==> src/rtl/motor_rodadas.sv <==
// Round engine for a reaction game: picks an LFSR-driven target button each round,
// waits for a single fresh press or a timeout, and scores hits, misses and rounds.
module motor_rodadas #(
    parameter int          NB      = 4,
    parameter int          RODADAS = 3,
    parameter int          TIMEOUT = 5000,
    parameter logic [15:0] SEED    = 16'hACE1
) (
    input  logic          clock,
    input  logic          reset,
    input  logic          iniciar,
    input  logic [NB-1:0] botoes,
    output logic [NB-1:0] alvo,
    output logic [3:0]    acertos,
    output logic [3:0]    erros,
    output logic [3:0]    rodada,
    output logic          pronto,
    output logic          db_timeout,
    output logic [2:0]    db_estado,
    output logic [15:0]   db_lfsr
);

    typedef enum logic [2:0] {
        INICIAL = 3'd0,
        SORTEIA = 3'd1,
        ESPERA  = 3'd2,
        COMPARA = 3'd3,
        PROXIMA = 3'd4,
        FIM     = 3'd5
    } estado_t;

    localparam logic [15:0] TEMPO_MAX = 16'(TIMEOUT - 1);
    localparam logic [3:0]  ULTIMA    = 4'(RODADAS);

    estado_t       estado, prox;
    logic [15:0]   timer;
    logic [15:0]   indice;
    logic [NB-1:0] jogada_reg;
    logic          anterior;
    logic          tem_jogada;
    logic          jogada;

    logic iniciar_jogo, ld_alvo, ld_jogada, conta, tempo_esgotado, compara, avanca;

    function automatic logic [3:0] inc_sat(input logic [3:0] v);
        return (v == 4'hF) ? v : v + 4'd1;
    endfunction

    // A press is a rising edge of "any button"; the history register runs in
    // every state, so edges outside ESPERA are simply lost rather than queued.
    assign tem_jogada = |botoes;
    assign jogada     = tem_jogada & ~anterior;
    assign indice     = db_lfsr % 16'(NB);
    assign pronto     = (estado == FIM);
    assign db_estado  = estado;

    always_ff @(posedge clock or posedge reset) begin
        if (reset) estado <= INICIAL;
        else       estado <= prox;
    end

    always_comb begin
        prox           = estado;
        iniciar_jogo   = 1'b0;
        ld_alvo        = 1'b0;
        ld_jogada      = 1'b0;
        conta          = 1'b0;
        tempo_esgotado = 1'b0;
        compara        = 1'b0;
        avanca         = 1'b0;
        case (estado)
            INICIAL, FIM: begin
                if (iniciar) begin
                    iniciar_jogo = 1'b1;
                    prox         = SORTEIA;
                end
            end
            SORTEIA: begin
                ld_alvo = 1'b1;
                prox    = ESPERA;
            end
            ESPERA: begin
                if (jogada) begin
                    ld_jogada = 1'b1;
                    prox      = COMPARA;
                end else if (timer == TEMPO_MAX) begin
                    tempo_esgotado = 1'b1;
                    prox           = PROXIMA;
                end else begin
                    conta = 1'b1;
                end
            end
            COMPARA: begin
                compara = 1'b1;
                prox    = PROXIMA;
            end
            PROXIMA: begin
                avanca = 1'b1;
                prox   = (rodada + 4'd1 == ULTIMA) ? FIM : SORTEIA;
            end
            default: prox = INICIAL;
        endcase
    end

    always_ff @(posedge clock or posedge reset) begin
        if (reset) begin
            db_lfsr    <= SEED;
            alvo       <= '0;
            acertos    <= '0;
            erros      <= '0;
            rodada     <= '0;
            db_timeout <= 1'b0;
            timer      <= '0;
            anterior   <= 1'b0;
            jogada_reg <= '0;
        end else begin
            db_lfsr  <= {1'b0, db_lfsr[15:1]} ^ (db_lfsr[0] ? 16'hB400 : 16'h0000);
            anterior <= tem_jogada;
            if (iniciar_jogo) begin
                acertos    <= '0;
                erros      <= '0;
                rodada     <= '0;
                db_timeout <= 1'b0;
            end
            if (ld_alvo) begin
                alvo  <= NB'(1) << indice;
                timer <= '0;
            end
            if (conta)     timer      <= timer + 16'd1;
            if (ld_jogada) jogada_reg <= botoes;
            if (tempo_esgotado) begin
                erros      <= inc_sat(erros);
                db_timeout <= 1'b1;
            end
            if (compara) begin
                if (jogada_reg == alvo) acertos <= inc_sat(acertos);
                else                    erros   <= inc_sat(erros);
                db_timeout <= 1'b0;
            end
            if (avanca) rodada <= inc_sat(rodada);
        end
    end

endmodule

==> config.mk <==
export PLATFORM = sky130hd
export DESIGN_NAME = motor_rodadas
export DESIGN_NICKNAME = d
export VERILOG_FILES = /design/src/rtl/motor_rodadas.sv
export SDC_FILE = /design/constraint.sdc
export NUM_CORES = 1
export LEC_CHECK = 0
export BUFFER_PORTS_ARGS = -buffer_cell sky130_fd_sc_hd__buf_2
export CAP_MARGIN = 20
export CORE_ASPECT_RATIO = 0.5
export CORE_MARGIN = 1
export CORE_UTILIZATION = 62
export CTS_BUF_LIST = sky130_fd_sc_hd__clkbuf_8
export CTS_CLUSTER_DIAMETER = 50
export DETAILED_ROUTE_END_ITERATION = 12
export PLACE_DENSITY_LB_ADDON = 0.3
export SYNTH_ARGS = -nofsm -noshare
export SYNTH_HDL_FRONTEND = slang
export SYNTH_SLANG_ARGS = --single-unit
==> constraint.sdc <==
create_clock -name clock -period 3.9 [get_ports clock]
set_input_delay 0.195 -clock clock [delete_from_list [all_inputs] [get_ports clock]]
set_output_delay 0.195 -clock clock [all_outputs]
set_load 0.01 [all_outputs]
==> results.sh <==
export IMPL_max_stage_delay_ns=0.71
export IMPL_critPathLaunchType="flop"
export IMPL_dp_cells=332
export IMPL_synthArstFlopShare_pct=100
export IMPL_clockBufferDepth=2
export IMPL_synth_most_common_cell="dfrtp_1"
export IMPL_gp_congestion=0.922
export IMPL_grt_pass1_vias=1829
export IMPL_finalCritPeriodShare_pct=57.7
export IMPL_slew_viol_final=0
export IMPL_overflow=0
export IMPL_hp_class="input pin to asynchronous set/reset pin"
export IMPL_area_growth_pct=16.1
export IMPL_ys_types=50
export IMPL_utilization_pct=77.0
export IMPL_cts_made_buffers=9
export IMPL_path_class="flop to flop"
export IMPL_reg2reg_depth=5
export IMPL_cts_root_buf="clkbuf_8"
export IMPL_yosysTopAreaCell="dfrtp_1"
export IMPL_ctsHoldBuffers=0
export IMPL_grtUsageTotal_pct=26.4
export IMPL_synthTopCellsByCount="dfrtp_1, nand2_1, o21ai_0, nor2_1, nand3_1"
export IMPL_crit_fanout=22
export IMPL_cts_tree="yes"
export IMPL_synth_compound_area_share_pct=14.4
export IMPL_ff_latch_area_um2=1440
export IMPL_timing_hold_ws_ns=0.0588
export IMPL_syn_cell_area_um2=2660
export IMPL_synth_top_cell_area_share_pct=46.2
export IMPL_synth_area_leaders="dfrtp_1, dfstp_2, o21ai_0, nand2_1, xor2_1"
export IMPL_start_util_pct=66.3
export IMPL_grt_max_degree=58
export IMPL_wl_met1_um=2600
export IMPL_wirelength_um=5590
export IMPL_arrival_ns=2.47
export IMPL_clock_latency_ns=0.33
export IMPL_dpl_hpwl_um=3850
export IMPL_final_antenna_net_count=0
export IMPL_end_kind="flop"
export IMPL_crit_slowest_cell="or3_1"
export IMPL_synth_cells=243
export IMPL_wl_met2_um=2590
export IMPL_synth_edff_count=0
export IMPL_io_pins=44
export IMPL_ir_worst_vdd_mv=0.275
export IMPL_synth_top_family_by_area="simple AND/OR/NAND/NOR gates"
export IMPL_synth_simple_area_share_pct=19.2
export IMPL_synth_ff_latch_count=57
export IMPL_slew_headroom_pct=47.8
export IMPL_top_layer_used="met4"
export IMPL_syn_nets=255
export IMPL_hold_viol=0
export IMPL_period_minus_slack_ns=2.25
export IMPL_synth_xor_area_share_pct=3.30
export IMPL_synthAdderAreaFrac_pct=2.36
export IMPL_rows=16
export IMPL_synth_mux_area_share_pct=3.96
export IMPL_grt_setup_unrepaired="false"
export IMPL_dr_pass1_iters=4
export IMPL_buffer_ports_inserted=43
export IMPL_chipHeight_um=48.3
export IMPL_finalClockSkew_ns=0.00923
export IMPL_drc=0
export IMPL_power_mw=1.71
export IMPL_clock_sinks=57
export IMPL_fillCellCount=273
export IMPL_vias_per_cell=5.95
export IMPL_cp_required_ns=4.13
export IMPL_setup_viol_count_final=0
export IMPL_yosysWarnings=0
export IMPL_nNetsFinal=301
export IMPL_core_area_um2=4000
export IMPL_multi_input_area_um2=1150
export IMPL_grt_pass1_wl_um=8620
export IMPL_largestRegisters="db_lfsr (16), timer (16)"
export IMPL_routed_wl_met3_um=351
export IMPL_antenna_found_initial=0
export IMPL_diodes=0
export IMPL_routed_via_count=2070
export IMPL_clock_fmax_mhz=445
export IMPL_cap_violations=0
export IMPL_power_leakage_nw=1.52
export IMPL_drive_above_1_share_pct=29.9
export IMPL_cts_resized=0
export IMPL_synth_top_flop_cell="dfrtp_1"
export IMPL_post_cts_setup_buffers=0
export IMPL_drt_iter0_markers=107
export IMPL_clkTransAtPathRegs_ns=0.07
export IMPL_status="finished clean"
export IMPL_cp_cell_sequence="inv_1 > or3_1 > o21ai_0 > a21bo_2 > a21o_1"
export IMPL_synth_seq_area_share_pct=54.1
export IMPL_h_tree_depth=3
export IMPL_layout_cells_non_filler=348
export IMPL_max_slew_worst_pin_slew_ns=0.783
export IMPL_wire_per_inst_um=16.1
export IMPL_tns_ns=0
export IMPL_die_area_um2=4570
export IMPL_p_per_area_nw_per_um2=553
export IMPL_avgSynthCellArea_um2=10.9
export IMPL_die_w_um=94.6
[path summary, 6_finish.rpt]
kind	start	end	slack, ns
worst min register to register	db_lfsr[6]	db_lfsr[5]	0.36
min in group clock	botoes[2]	anterior	0.10
max in group asynchronous	reset	timer[1]	3.38
worst max register to register	db_estado[0]	timer[11]	1.65
worst max-delay path	db_estado[0]	timer[11]	1.65
worst min-delay path	reset	timer[10]	0.06
[layout make-up]
class                   count  area share [%]
well taps                  54            2.19
repair buffers             44            7.22
multi-input cells         170            37.3
inverters                   7           0.852
clock inverters             5           0.974
flip-flops and latches     57            46.6
clock buffers              11            4.91
[cells in the final DEF, fill, tap and decap left out, types with 5 or more instances in the layout]
cell type	count
dfrtp_1	49
buf_2	43
nand2_1	23
o21ai_0	19
nor2_1	14
nand3_1	13
clkbuf_8	11
xor2_1	9
dfstp_2	8
a21oi_1	7
inv_1	6
nand4_1	6
mux2i_1	6
nor4_1	5
nor3_1	5
and2_1	5
ha_1	5
[where the power goes]
part,switching [mW],leakage [nW],total (mW),internal [mW]
logic,0.267,0.680,0.447,0.180
registers,0.0944,0.748,0.761,0.667
clock network,0.236,0.0911,0.497,0.261
[worst max-delay path: cells and delay by family (launching register included)]
family / cells / cell delay [ns]
AOI/OAI and AO/OA: 3 / 0.71
buffers and inverters: 1 / 0.15
DFF: 1 / 0.57
and+or+nand+nor: 1 / 0.71
[through the flow]
step                      instance area, µm²  setup WS [ns]
final                                   3080           1.65
after global routing                    3080           1.50
after CTS                               3080           1.68
after detailed placement                2900           1.70
after global placement                  2900           1.78
after floorplan                         2660           1.93
[cell families after synthesis]
| kind of cell | Yosys count |
|---|---|
| simple gates | 93 |
| flops | 57 |
| compound gates | 52 |
| buf+inv | 16 |
| xor+xnor | 10 |
| mux | 10 |
| fa+ha+maj | 5 |
[routing by layer]
metal  track usage, %  vias up
met5                0        -
met4             7.27        0
met3             9.97        9
met2             43.3       69
met1             34.2     1021
li1                 -      971
Note: power is estimated with default switching activity, not from simulation.
